$ cat config.mk
export PLATFORM = sky130hd
export DESIGN_NAME = ip_sync_multi_flat
export DESIGN_NICKNAME = d
export VERILOG_FILES = /design/src/rtl/ip_sync_multi_if.sv /design/src/rtl/ip_sync_multi.sv /design/src/flat_wrapper.sv
export SDC_FILE = /design/constraint.sdc
export NUM_CORES = 1
export LEC_CHECK = 0
export ABC_CLOCK_PERIOD_IN_PS = 4350
export BUFFER_PORTS_ARGS = -buffer_cell sky130_fd_sc_hd__buf_4
export CELL_PAD_IN_SITES_DETAIL_PLACEMENT = 1
export CELL_PAD_IN_SITES_GLOBAL_PLACEMENT = 2
export CORE_MARGIN = 8
export CORE_UTILIZATION = 25
export CTS_CLUSTER_DIAMETER = 40
export DETAILED_ROUTE_END_ITERATION = 16
export PLACE_DENSITY = 0.6
export SKIP_CTS_REPAIR_TIMING = 1
export SLEW_MARGIN = 20
export SYNTH_ARGS = -nofsm -noshare
export SYNTH_HDL_FRONTEND = slang
export SYNTH_SLANG_ARGS = --single-unit
$ cat constraint.sdc
create_clock -name clk -period 4.35 [get_ports clk]
set_input_delay 0.435 -clock clk [delete_from_list [all_inputs] [get_ports clk]]
set_output_delay 0.435 -clock clk [all_outputs]
set_load 0.05 [all_outputs]
$ cat src/rtl/ip_sync_multi_if.sv
// Avalon-MM request/response bundle shared by the slave (upstream) and master (downstream) sides
// of the trigger snooper.
interface ip_sync_multi_if;
    logic        r;
    logic        w;
    logic [31:0] wdata;
    logic [7:0]  addr;
    logic [7:0]  burstcount;
    logic [3:0]  byteenable;
    logic [31:0] rdata;
    logic        readdatavalid;
    logic        waitrequest;

    modport master (
        output r, w, wdata, addr, burstcount, byteenable,
        input  rdata, readdatavalid, waitrequest
    );

    modport slave (
        input  r, w, wdata, addr, burstcount, byteenable,
        output rdata, readdatavalid, waitrequest
    );
endinterface

$ cat src/rtl/ip_sync_multi.sv
// Inline AVMM snooper: passes the bus through untouched and turns accepted trigger writes into
// timestamped bitmap beats on an AVST source, either sampled every cycle or FIFO-buffered.
module ip_sync_multi #(
    parameter int          NUM_TRIG     = 4,
    parameter logic [7:0]  ADDR_BASE    = 8'h8,
    parameter logic [7:0]  ADDR_CTRL    = 8'h4,
    parameter logic [31:0] DATA_TRIGGER = 32'd2,
    parameter int          MODE         = 1,
    parameter int          FIFO_DEPTH   = 8,
    parameter int          TS_WIDTH     = 16
) (
    input  logic                  clk,
    input  logic                  reset,
    ip_sync_multi_if.slave        s_avmm,
    ip_sync_multi_if.master       m_avmm,
    input  logic                  M_AVST_READY,
    output logic [TS_WIDTH+7:0]   M_AVST_DATA,
    output logic                  M_AVST_VALID,
    output logic                  OVERFLOW,
    output logic [7:0]            DROP_COUNT
);
    localparam int DW = TS_WIDTH + 8;

    assign m_avmm.r          = s_avmm.r;
    assign m_avmm.w          = s_avmm.w;
    assign m_avmm.wdata      = s_avmm.wdata;
    assign m_avmm.addr       = s_avmm.addr;
    assign m_avmm.burstcount = s_avmm.burstcount;
    assign m_avmm.byteenable = s_avmm.byteenable;
    assign s_avmm.rdata         = m_avmm.rdata;
    assign s_avmm.readdatavalid = m_avmm.readdatavalid;
    assign s_avmm.waitrequest   = m_avmm.waitrequest;

    logic                acc;
    logic [7:0]          hit;
    logic [NUM_TRIG-1:0] en;
    logic [TS_WIDTH-1:0] ts;

    // Only writes the downstream slave actually takes count; stalled writes are retried later.
    assign acc = s_avmm.w & ~m_avmm.waitrequest;

    always_comb begin
        hit = '0;
        for (int i = 0; i < NUM_TRIG; i++) begin
            if (acc && (s_avmm.addr == ADDR_BASE + 8'(i)) &&
                (s_avmm.wdata == DATA_TRIGGER) && en[i]) begin
                hit[i] = 1'b1;
            end
        end
    end

    always_ff @(posedge clk) begin
        if (reset) begin
            en <= '1;
            ts <= '0;
        end else begin
            ts <= ts + 1'b1;
            if (acc && (s_avmm.addr == ADDR_CTRL)) begin
                en <= s_avmm.wdata[NUM_TRIG-1:0];
            end
        end
    end

    generate
        if (MODE == 0) begin : g_stream
            logic unused_ready;
            assign unused_ready = M_AVST_READY;
            assign OVERFLOW     = 1'b0;
            assign DROP_COUNT   = 8'd0;

            always_ff @(posedge clk) begin
                if (reset) begin
                    M_AVST_DATA  <= '0;
                    M_AVST_VALID <= 1'b0;
                end else begin
                    M_AVST_DATA  <= {ts, hit};
                    M_AVST_VALID <= 1'b1;
                end
            end
        end else begin : g_event
            localparam int AW = $clog2(FIFO_DEPTH);

            logic [DW-1:0] mem [FIFO_DEPTH];
            logic [AW:0]   wr_ptr;
            logic [AW:0]   rd_ptr;
            logic          empty;
            logic          full;
            logic          push;
            logic          pop;
            logic          do_push;
            logic          drop;
            logic          ovf;
            logic [7:0]    drop_cnt;

            assign empty   = (wr_ptr == rd_ptr);
            assign full    = (wr_ptr[AW] != rd_ptr[AW]) && (wr_ptr[AW-1:0] == rd_ptr[AW-1:0]);
            assign push    = |hit;
            assign pop     = ~empty & M_AVST_READY;
            // A pop frees the head slot in the same edge, so a full FIFO can still accept.
            assign do_push = push & (~full | pop);
            assign drop    = push & full & ~pop;

            always_ff @(posedge clk) begin
                if (do_push) begin
                    mem[wr_ptr[AW-1:0]] <= {ts, hit};
                end
            end

            always_ff @(posedge clk) begin
                if (reset) begin
                    wr_ptr   <= '0;
                    rd_ptr   <= '0;
                    ovf      <= 1'b0;
                    drop_cnt <= 8'd0;
                end else begin
                    if (do_push) wr_ptr <= wr_ptr + 1'b1;
                    if (pop)     rd_ptr <= rd_ptr + 1'b1;
                    if (drop) begin
                        ovf <= 1'b1;
                        if (drop_cnt != 8'hFF) drop_cnt <= drop_cnt + 8'd1;
                    end
                end
            end

            // Head comes straight from the flop array; masked to zero whenever nothing is queued.
            assign M_AVST_VALID = ~empty;
            assign M_AVST_DATA  = empty ? '0 : mem[rd_ptr[AW-1:0]];
            assign OVERFLOW     = ovf;
            assign DROP_COUNT   = drop_cnt;
        end
    endgenerate
endmodule

$ cat src/flat_wrapper.sv
// flat-port wrapper written by rule: the top's interface ports become plain ports
module ip_sync_multi_flat 
#(
    parameter int          NUM_TRIG     = 4,
    parameter logic [7:0]  ADDR_BASE    = 8'h8,
    parameter logic [7:0]  ADDR_CTRL    = 8'h4,
    parameter logic [31:0] DATA_TRIGGER = 32'd2,
    parameter int          MODE         = 1,
    parameter int          FIFO_DEPTH   = 8,
    parameter int          TS_WIDTH     = 16
)
  (clk, reset, M_AVST_READY, M_AVST_DATA, M_AVST_VALID, OVERFLOW, DROP_COUNT, s_avmm_r, s_avmm_w, s_avmm_wdata, s_avmm_addr, s_avmm_burstcount, s_avmm_byteenable, s_avmm_rdata, s_avmm_readdatavalid, s_avmm_waitrequest, m_avmm_r, m_avmm_w, m_avmm_wdata, m_avmm_addr, m_avmm_burstcount, m_avmm_byteenable, m_avmm_rdata, m_avmm_readdatavalid, m_avmm_waitrequest);
  ip_sync_multi_if s_avmm_i ();
  ip_sync_multi_if m_avmm_i ();
  input  logic clk;
  input  logic reset;
  input  logic M_AVST_READY;
  output logic [TS_WIDTH+7:0] M_AVST_DATA;
  output logic M_AVST_VALID;
  output logic OVERFLOW;
  output logic [7:0] DROP_COUNT;
  input wire logic [$bits(s_avmm_i.r)-1:0] s_avmm_r;
  input wire logic [$bits(s_avmm_i.w)-1:0] s_avmm_w;
  input wire logic [$bits(s_avmm_i.wdata)-1:0] s_avmm_wdata;
  input wire logic [$bits(s_avmm_i.addr)-1:0] s_avmm_addr;
  input wire logic [$bits(s_avmm_i.burstcount)-1:0] s_avmm_burstcount;
  input wire logic [$bits(s_avmm_i.byteenable)-1:0] s_avmm_byteenable;
  output wire logic [$bits(s_avmm_i.rdata)-1:0] s_avmm_rdata;
  output wire logic [$bits(s_avmm_i.readdatavalid)-1:0] s_avmm_readdatavalid;
  output wire logic [$bits(s_avmm_i.waitrequest)-1:0] s_avmm_waitrequest;
  output wire logic [$bits(m_avmm_i.r)-1:0] m_avmm_r;
  output wire logic [$bits(m_avmm_i.w)-1:0] m_avmm_w;
  output wire logic [$bits(m_avmm_i.wdata)-1:0] m_avmm_wdata;
  output wire logic [$bits(m_avmm_i.addr)-1:0] m_avmm_addr;
  output wire logic [$bits(m_avmm_i.burstcount)-1:0] m_avmm_burstcount;
  output wire logic [$bits(m_avmm_i.byteenable)-1:0] m_avmm_byteenable;
  input wire logic [$bits(m_avmm_i.rdata)-1:0] m_avmm_rdata;
  input wire logic [$bits(m_avmm_i.readdatavalid)-1:0] m_avmm_readdatavalid;
  input wire logic [$bits(m_avmm_i.waitrequest)-1:0] m_avmm_waitrequest;
  assign s_avmm_i.r = s_avmm_r;
  assign s_avmm_i.w = s_avmm_w;
  assign s_avmm_i.wdata = s_avmm_wdata;
  assign s_avmm_i.addr = s_avmm_addr;
  assign s_avmm_i.burstcount = s_avmm_burstcount;
  assign s_avmm_i.byteenable = s_avmm_byteenable;
  assign s_avmm_rdata = s_avmm_i.rdata;
  assign s_avmm_readdatavalid = s_avmm_i.readdatavalid;
  assign s_avmm_waitrequest = s_avmm_i.waitrequest;
  assign m_avmm_r = m_avmm_i.r;
  assign m_avmm_w = m_avmm_i.w;
  assign m_avmm_wdata = m_avmm_i.wdata;
  assign m_avmm_addr = m_avmm_i.addr;
  assign m_avmm_burstcount = m_avmm_i.burstcount;
  assign m_avmm_byteenable = m_avmm_i.byteenable;
  assign m_avmm_i.rdata = m_avmm_rdata;
  assign m_avmm_i.readdatavalid = m_avmm_readdatavalid;
  assign m_avmm_i.waitrequest = m_avmm_waitrequest;
  ip_sync_multi #(.NUM_TRIG(NUM_TRIG), .ADDR_BASE(ADDR_BASE), .ADDR_CTRL(ADDR_CTRL), .DATA_TRIGGER(DATA_TRIGGER), .MODE(MODE), .FIFO_DEPTH(FIFO_DEPTH), .TS_WIDTH(TS_WIDTH)) u_core (.clk(clk), .reset(reset), .s_avmm(s_avmm_i), .m_avmm(m_avmm_i), .M_AVST_READY(M_AVST_READY), .M_AVST_DATA(M_AVST_DATA), .M_AVST_VALID(M_AVST_VALID), .OVERFLOW(OVERFLOW), .DROP_COUNT(DROP_COUNT));
endmodule
==> results of run 1 <==
[per-layer routing]
metal	global-route usage [%]	up-vias	part of all wire, %
met5	0	-	0
met4	3.26	0	1.5
met3	3.25	21	5.0
met2	18.2	139	52
met1	11.8	2469	42
li1	-	2192	-
[kinds of logic after synthesis]
kind of cell	count (synthesis)
flip-flops	200
AND/OR/NAND/NOR	135
buffers and inverters	132
multiplexers	62
AO/OA/AOI/OAI	35
XOR/XNOR	18
adder cells (fa/ha/maj)	4
other	1
[path summary, 6_finish.rpt]
check / from / endpoint / slack (ns) / cells after the start
worst max-delay path: flop / M_AVST_DATA[1] / 1.32 / 5
worst min register to register: u_core.en[2]$_SDFFE_PP1P_ / u_core.en[2]$_SDFFE_PP1P_ / 0.51 / 1
worst max register to register: u_core.g_event.wr_ptr[0]$_SDFFE_PP0P_ / u_core.g_event.mem[4][7]$_DFFE_PP_ / 1.87 / 6
worst min-delay path: s_avmm_wdata[2] / u_core.en[2]$_SDFFE_PP1P_ / 0.35 / 4
[cells in the final DEF (no fill, tap or decap), types with 13 or more instances in the layout]
cell / n
a21oi_1: 15
buf_4: 128
edfxtp_1: 160
nand3_1: 20
mux2i_1: 21
nor2_1: 48
inv_1: 13
mux4_2: 41
clkbuf_16: 17
dfxtp_1: 39
[worst reg2reg max path: cells and delay by family, from the launching register on]
kind / cells / cell delay, ns
xor+xnor: 1 / 0.15
buf+inv: 1 / 0.40
flops: 1 / 0.57
simple gates: 4 / 1.01
[metrics by stage]
| stage | setup WS, ns | utilization [%] |
|---|---|---|
| 3_3_place_gp | 1.45 | 27.6 |
| 5_1_grt | 1.09 | 29.5 |
| 3_5_place_dp | 1.26 | 27.6 |
| 6_report | 1.32 | 29.5 |
| 4_1_cts | 1.18 | 29.5 |
| 2_1_floorplan | 0.548 | - |
[flip-flops by register name, summed over array words and instances, names as in the netlist, named ones only]
register	cells
u_core.g_event.wr_ptr	4
u_core.DROP_COUNT	8
u_core.g_event.mem	160
u_core.g_event.rd_ptr	4
u_core.OVERFLOW	1
u_core.ts	16
u_core.en	4
[power by group through the flow]
| stage | Clock, mW | Combinational [mW] | Sequential, mW |
|---|---|---|---|
| after detailed placement | 0 | 0.174 | 2.09 |
| after global placement | 0 | 0.173 | 2.09 |
| final | 1.66 | 0.172 | 2.05 |
| after floorplan | 0 | 0.241 | 2.09 |
| after CTS | 1.70 | 0.174 | 2.05 |
| after global routing | 1.77 | 0.180 | 2.05 |
[layout make-up]
class	count	area (um2)	share of cell area [%]
inverters	14	52.6	0.517
clock buffers	17	425	4.19
multi-input cells	258	2310	22.8
well taps	455	569	5.60
clock inverters	15	208	2.04
repair buffers	129	981	9.66
flip-flops and latches	200	5610	55.2
==> impl_metrics.json, run 1 <==
{
  "synthSimpleGateAreaFrac_pct": 8.05,
  "cp_max_fo": 21,
  "switching_power_mw": 0.897,
  "ant_nets": 0,
  "synth_top_family_by_area": "multiplexers",
  "wire_per_inst_um": 19.6,
  "dieArea_um2": 41100,
  "cp-end-kind": "output port",
  "leakagePower_nw": 3.29,
  "die_x_um": 203,
  "synthArstFlopShare_pct": 0,
  "io_pins": 213,
  "antenna_found_initial": 0,
  "period_share_pct": 69.8,
  "place_congestion": 0.721,
  "synth_xor_area_share_pct": 1.81,
  "fp.dieH_um": 203,
  "finalNetCount": 715,
  "crit_path_cell_trace": "buf_12 > mux4_2 > mux2i_1 > nor2_1 > buf_4",
  "synth-edff-count": 160,
  "start_util_pct": 25.3,
  "clockRootBuffer": "clkbuf_16",
  "antenna_cells": 0,
  "wirelength_um": 21300,
  "yosysMostFrequentCell": "edfxtp_1",
  "cp_num_buf_inv": 2,
  "yosysSeqAreaShare_pct": 64.3,
  "drv_slew": 0,
  "drive_gt1_share_pct": 33.8,
  "cts_tree": "done",
  "dp.cells": 1056,
  "grt-ovfl-total": 0,
  "relSlewSlack_pct": 25.2,
  "power_frac_comb_pct": 4.4,
  "num-fill-cells": 3669,
  "cts_sinks": 200,
  "vias": 4821,
  "synth_top_area_share_pct": 55.1,
  "grtUsageTotal_pct": 10.4,
  "synthCells": 587,
  "viasPerCell": 4.43,
  "power_mw": 3.88,
  "synth_compound_area_share_pct": 2.44,
  "io_buffers": 116,
  "coreArea_um2": 34500,
  "yosys_most_used_dff": "edfxtp_1",
  "p_int_mw": 2.98,
  "fin_cells": 1088,
  "place_area_um2": 9520,
  "grt_max_degree": 41,
  "hold_viol": 0,
  "rsz0062_at_grt": "false",
  "synth_seq_cells": 200,
  "yosys_warnings": 0,
  "crit_family": "flip-flops",
  "first_iter_violations": 175,
  "holdWs_ns": 0.351,
  "yosysUniqueCellTypes": 38,
  "cts_max_level": 4,
  "post-dp-hpwl_um": 14400,
  "clock_path_buffers": 2,
  "max_stage_delay_ns": 0.85,
  "min_period_ns": 3.03,
  "pwr-share-clk_pct": 42.8,
  "critPathLaunchType": "flop",
  "critPathArrivalTime_ns": 2.60,
  "fmax_mhz": 330,
  "outcome": "complete, no violations",
  "remaining_drc_errors": 0,
  "syn_area_per_cell_um2": 14.9,
  "crit_type": "reg -> out",
  "critPathSlowestCell": "dfxtp_2",
  "grt_pass1_vias": 5427,
  "p_sw_share_pct": 23.1,
  "power_frac_seq_pct": 52.8,
  "clock_skew_ns": 0.0108,
  "synthAdderAreaFrac_pct": 0.574,
  "crit_required_ns": 3.91,
  "min_path_type": "in -> reg",
  "clock_latency_ns": 0.44,
  "ir_drop_v": 0.000239,
  "row_count": 68,
  "netlist_area_um2": 8720,
  "synthTopCellsByArea": "edfxtp_1, mux4_2, dfxtp_1",
  "drv_cap": 0,
  "numCtsBuffers": 17,
  "finalSetupTns_ns": 0,
  "fin_area_um2": 10200,
  "synth.area.mux_share_pct": 13.0,
  "clkTransAtPathRegs_ns": 0.07,
  "yosysTopAreaCell": "edfxtp_1",
  "p_per_area_nw_per_um2": 382,
  "drt_pass1_iterations": 4,
  "yosys-top-cells-count": "edfxtp_1, buf_4, nor2_1, mux4_2, dfxtp_1",
  "setup_viol": 0,
  "grt_pass1_wl_um": 32500,
  "worst_slew_pin_slew_ns": 1.11,
  "area_growth_pct": 16.5
}
Power figures use the tool's default switching activity.
==> run 2: changes to the inputs <==
Settings changed: ABC_CLOCK_PERIOD_IN_PS 4350 to 2700, PLACE_DENSITY 0.6 to 0.62.
Clock period 4.35 ns to 2.7 ns, I/O delays scaled along.
==> run 2 against run 1 <==
Net effect: global-route usage is 0.13 points higher; clock power is 51% higher; sequential cell count stayed put; clock skew is 0.0032 ns higher; routed wire length is 1.1% higher; first-iteration DRC count is 33% higher; critical path depth stayed put.
==> impl_metrics.json, run 2 (synthesis gave the netlist of run 1 again) <==
{
  "critPathSlowestCell": "buf_4",
  "crit_path_cell_trace": "buf_4 > mux4_2 > mux2i_1 > nor2_1 > buf_4",
  "antenna_found_initial": 0,
  "min_period_ns": 2.52,
  "row_count": 68,
  "critPathArrivalTime_ns": 2.25,
  "start_util_pct": 25.3,
  "worstRegToRegCells": 5,
  "grt_max_degree": 41,
  "final_cell_mix": "edfxtp_1, buf_4, nor2_1",
  "wire_per_inst_um": 19.6,
  "drv_cap": 0,
  "numCtsBuffers": 17,
  "antenna_cells": 0,
  "crit_type": "reg -> out",
  "vias": 4876,
  "r2r_slack_ns": 0.53,
  "clkTransAtPathRegs_ns": 0.07,
  "r2r-end": "u_core.DROP_COUNT[7]$_SDFFE_PP0P_",
  "fmax_mhz": 398,
  "io_buffers": 116,
  "cts_tree": "done",
  "die_x_um": 203,
  "cp-end-kind": "output port",
  "remaining_drc_errors": 0,
  "path_common_cell": "buf_4",
  "period_share_pct": 93.2,
  "drive_gt1_share_pct": 34.8,
  "min_path_type": "in -> reg",
  "wirelength_um": 21500,
  "rsz0062_at_grt": "false",
  "mostFrequentLayoutCell": "edfxtp_1",
  "critPathLaunchType": "flop",
  "finalSetupTns_ns": 0,
  "first_iter_violations": 232,
  "post-dp-hpwl_um": 15500,
  "grt_pass1_wl_um": 33000,
  "grt-ovfl-total": 0,
  "grt_pass1_vias": 5538,
  "finalNetCount": 725,
  "worstHoldStart": "s_avmm_wdata[2]",
  "dieArea_um2": 41100,
  "fp.dieH_um": 203,
  "cp_max_fo": 40,
  "largest_register_ff_count": 160,
  "clock_path_buffers": 2,
  "ir_drop_v": 0.000338,
  "relSlewSlack_pct": 57.6,
  "io_pins": 213,
  "cts_sinks": 200,
  "setup_viol": 0,
  "outcome": "complete, no violations",
  "coreArea_um2": 34500,
  "crit_required_ns": 2.43,
  "drt_pass1_iterations": 4,
  "ant_nets": 0,
  "final_util_pct": 30.0,
  "clockRootBuffer": "clkbuf_16",
  "cts_max_level": 4,
  "grtUsageTotal_pct": 10.5,
  "hold_viol": 0,
  "leakagePower_nw": 3.31,
  "clock_latency_ns": 0.43,
  "viasPerCell": 4.44,
  "whs_endpoint": "u_core.en[2]$_SDFFE_PP1P_",
  "place_congestion": 0.701,
  "clock_skew_ns": 0.0141,
  "p_per_area_nw_per_um2": 588,
  "drv_slew": 0,
  "area_growth_pct": 18.5,
  "max_stage_delay_ns": 0.51,
  "hold_depth": 4,
  "worst_slew_pin_slew_ns": 0.633,
  "r2r_start": "u_core.g_event.rd_ptr[0]$_SDFFE_PP0P_"
}
==> run 2: worst max-delay path by stage <==
stage                                                     start                                   to  slack, ns
after floorplan           u_core.g_event.wr_ptr[0]$_SDFFE_PP0P_   u_core.g_event.mem[0][0]$_DFFE_PP_      -0.24
after global placement                          s_avmm_wdata[3]  u_core.g_event.mem[3][14]$_DFFE_PP_       0.15
after detailed placement                        s_avmm_wdata[3]  u_core.g_event.mem[5][18]$_DFFE_PP_       0.15
after CTS                                                  flop                      M_AVST_DATA[10]       0.11
after global routing                                       flop                      M_AVST_DATA[10]       0.07
final                                                      flop                      M_AVST_DATA[10]       0.18
==> run 2: final cells by class <==
cell class              count  area [um2]
clock buffers              17         425
inverters                  14        52.6
fillers                  3674       24100
multi-input cells         258        2380
well taps                 455         569
clock inverters            15         158
flip-flops and latches    200        5610
repair buffers            139        1140
==> run 2: stage by stage <==
stage | cell area [um2] | power (mW) | cells | setup slack, ns | hold WS, ns
6_report | 10300 | 6.08 | 1098 | 0.185 | 0.177
2_1_floorplan | 8770 | 3.75 | 590 | -0.244 | 0.445
5_1_grt | 10300 | 6.26 | 1098 | 0.0665 | 0.205
3_5_place_dp | 9750 | 3.65 | 1066 | 0.150 | 0.483
3_3_place_gp | 9750 | 3.65 | 1066 | 0.147 | 0.464
4_1_cts | 10300 | 6.14 | 1098 | 0.112 | 0.165
==> run 2: layer usage <==
metal / vias up / share of wire (%) / global-route usage, %
met4: 0 / 1.4 / 3.06
met2: 166 / 49 / 17.4
met5: - / 0 / 0
met3: 26 / 5.8 / 3.20
met1: 2473 / 44 / 13.0
li1: 2211 / - / -
==> run 2: power by group <==
part	internal (mW)	switching (mW)
sequential	3.29	0.0118
clock	1.32	1.18
combinational	0.0903	0.186
==> run 2: worst max-delay path: cells and delay by family (launching register included) <==
family | cells | cell delay [ns]
buffers and inverters | 2 | 0.71
DFF | 1 | 0.33
and+or+nand+nor | 1 | 0.08
muxes | 2 | 0.68
==> run 3: changes to the inputs <==
Settings changed: ABC_AREA set to 1, PLACE_DENSITY 0.62 to 0.67.
==> run 3 against run 2 <==
Net effect: setup slack gained 0.015 ns; first-iteration DRC count grew 25%; count of clock-buffer cells in the layout is the same; sequential cell count is the same; critical path depth grew 1; clock skew grew 0.0014 ns; largest cell class unchanged.
==> impl_metrics.json, run 3 <==
{
  "outcome": "complete, no violations",
  "row_count": 69,
  "synthCells": 890,
  "io_buffers": 116,
  "clkTransAtPathRegs_ns": 0.09,
  "clock_latency_ns": 0.44,
  "layout_setup_ws_ns": 0.200,
  "clockRootBuffer": "clkbuf_16",
  "clock_skew_ns": 0.0155,
  "largest_register_ff_count": 160,
  "layout.area.seq_um2": 5610,
  "synth-edff-count": 160,
  "yosys_warnings": 0,
  "multi_input_area_um2": 2480,
  "pwr-share-clk_pct": 40.5,
  "num-fill-cells": 3989,
  "syn_area_per_cell_um2": 10.2,
  "synth_top_area_share_pct": 52.9,
  "synthArstFlopShare_pct": 0,
  "place_ws_ns": 0.310,
  "yosysTopAreaCell": "edfxtp_1",
  "drive_gt1_share_pct": 21.9,
  "dp.cells": 1369,
  "switching_power_mw": 1.71,
  "grt_pass1_vias": 6731,
  "yosys-top-cells-count": "nor2_1, edfxtp_1, o21ai_0, buf_4, nand2_1",
  "mostFrequentLayoutCell": "nor2_1",
  "cp_max_fo": 22,
  "p_int_mw": 4.84,
  "r2r_slack_ns": 0.60,
  "crit_type": "reg -> out",
  "antenna_cells": 0,
  "synthTopCellsByArea": "edfxtp_1, dfxtp_1, nor2_1",
  "first_iter_violations": 290,
  "drv_cap": 0,
  "min_path_type": "in -> reg",
  "critPathArrivalTime_ns": 2.23,
  "grt_pass1_wl_um": 37900,
  "yosysMostFrequentCell": "nor2_1",
  "final_cell_mix": "nor2_1, edfxtp_1, buf_4",
  "crit_start": "u_core.g_event.wr_ptr[1]$_SDFFE_PP0P_",
  "start_util_pct": 25.5,
  "p_per_area_nw_per_um2": 609,
  "cp-end-kind": "output port",
  "hold_viol": 0,
  "fp.dieH_um": 207,
  "ir_drop_v": 0.000385,
  "place_congestion": 0.717,
  "wirelength_um": 24300,
  "netlist_area_um2": 9070,
  "area_growth_pct": 18.5,
  "leakagePower_nw": 4.10,
  "die_x_um": 207,
  "period_share_pct": 92.6,
  "yosys_most_used_dff": "edfxtp_1",
  "r2r_start": "u_core.ts[0]$_SDFF_PP0_",
  "drt_pass1_iterations": 4,
  "dieArea_um2": 42700,
  "grt-ovfl-total": 0,
  "ant_nets": 0,
  "final_util_pct": 30.2,
  "power_frac_comb_pct": 9.0,
  "post-dp-hpwl_um": 16200,
  "fin_cells": 1401,
  "coreArea_um2": 35700,
  "yosysSeqAreaShare_pct": 61.8,
  "clock_path_buffers": 2,
  "min_period_ns": 2.50,
  "drv_slew": 0,
  "vias": 6275,
  "viasPerCell": 4.48,
  "worstHoldStart": "s_avmm_wdata[3]",
  "fmax_mhz": 400,
  "antenna_found_initial": 0,
  "remaining_drc_errors": 0,
  "io_pins": 213,
  "cts_sinks": 200,
  "grtUsageTotal_pct": 11.5,
  "wire_per_inst_um": 17.4,
  "p_sw_share_pct": 26.2,
  "finalNetCount": 1022,
  "grt_max_degree": 81,
  "cts_max_level": 4,
  "worst_slew_pin_slew_ns": 0.575,
  "power_frac_seq_pct": 50.5,
  "rsz0062_at_grt": "false",
  "critPathLaunchType": "flop",
  "numCtsBuffers": 17,
  "yosysUniqueCellTypes": 40,
  "synth_seq_cells": 200,
  "crit_required_ns": 2.43,
  "setup_viol": 0,
  "cts_tree": "done",
  "relSlewSlack_pct": 61.6
}
run 3: layer usage:
layer | track usage (%) | up-vias | part of all wire [%]
li1 | - | 3050 | -
met1 | 13.5 | 3095 | 44
met2 | 20.9 | 117 | 51
met3 | 2.76 | 13 | 4.2
met4 | 2.34 | 0 | 0.76
met5 | 0 | - | 0
run 3: per-stage QoR:
stage	TNS, ns	cell area [um2]	hold WS [ns]	total power, mW
after floorplan	-33.19	9090	0.428	3.96
after global placement	0	10100	0.452	3.97
after detailed placement	0	10100	0.455	3.97
after CTS	0	10700	0.0997	6.61
after global routing	0	10800	0.114	6.77
final	0	10800	0.113	6.55
run 3: area by class of cell:
cell class,count,share of cell area [%]
repair buffers,143,11.6
inverters,53,1.86
clock buffers,17,3.96
multi-input cells,512,23.1
flip-flops and latches,200,52.2
well taps,461,5.36
clock inverters,15,1.92
run 3: critical path: stages, from the launching register on:
cell and delay [ns]:
dfxtp_1 0.62, xnor2_2 0.15, nand3_1 0.15, buf_12 0.21
o21ai_0 0.13, a31oi_1 0.28, buf_4 0.26
run 3: logic make-up (layout without fill, tap and decap cells):
group                    Yosys count  in the layout  share of synthesized area [%]
AO/OA/AOI/OAI                    173            173                           10.3
XOR/XNOR                           4              4                          0.469
adder cells (fa/ha/maj)            4              4                          0.552
buffers and inverters            181            228                           11.4
flip-flops                       200            200                           61.8
other                              1              4                         0.0413
AND/OR/NAND/NOR                  327            327                           15.5
run 3: path summary, 6_finish.rpt:
check                              end  cells after the start
max reg2reg   u_core.ts[14]$_SDFF_PP0_                     11
min          u_core.en[3]$_SDFFE_PP1P_                      3
max                    M_AVST_DATA[15]                      6
min reg2reg  u_core.en[2]$_SDFFE_PP1P_                      2
run 3: power by group through the flow:
| stage | logic [mW] | clock network, mW | registers, mW |
|---|---|---|---|
| after detailed placement | 0.597 | 0 | 3.38 |
| after CTS | 0.598 | 2.71 | 3.31 |
| final | 0.586 | 2.66 | 3.31 |
| after global routing | 0.638 | 2.83 | 3.31 |
| after floorplan | 0.593 | 0 | 3.37 |
| after global placement | 0.591 | 0 | 3.38 |
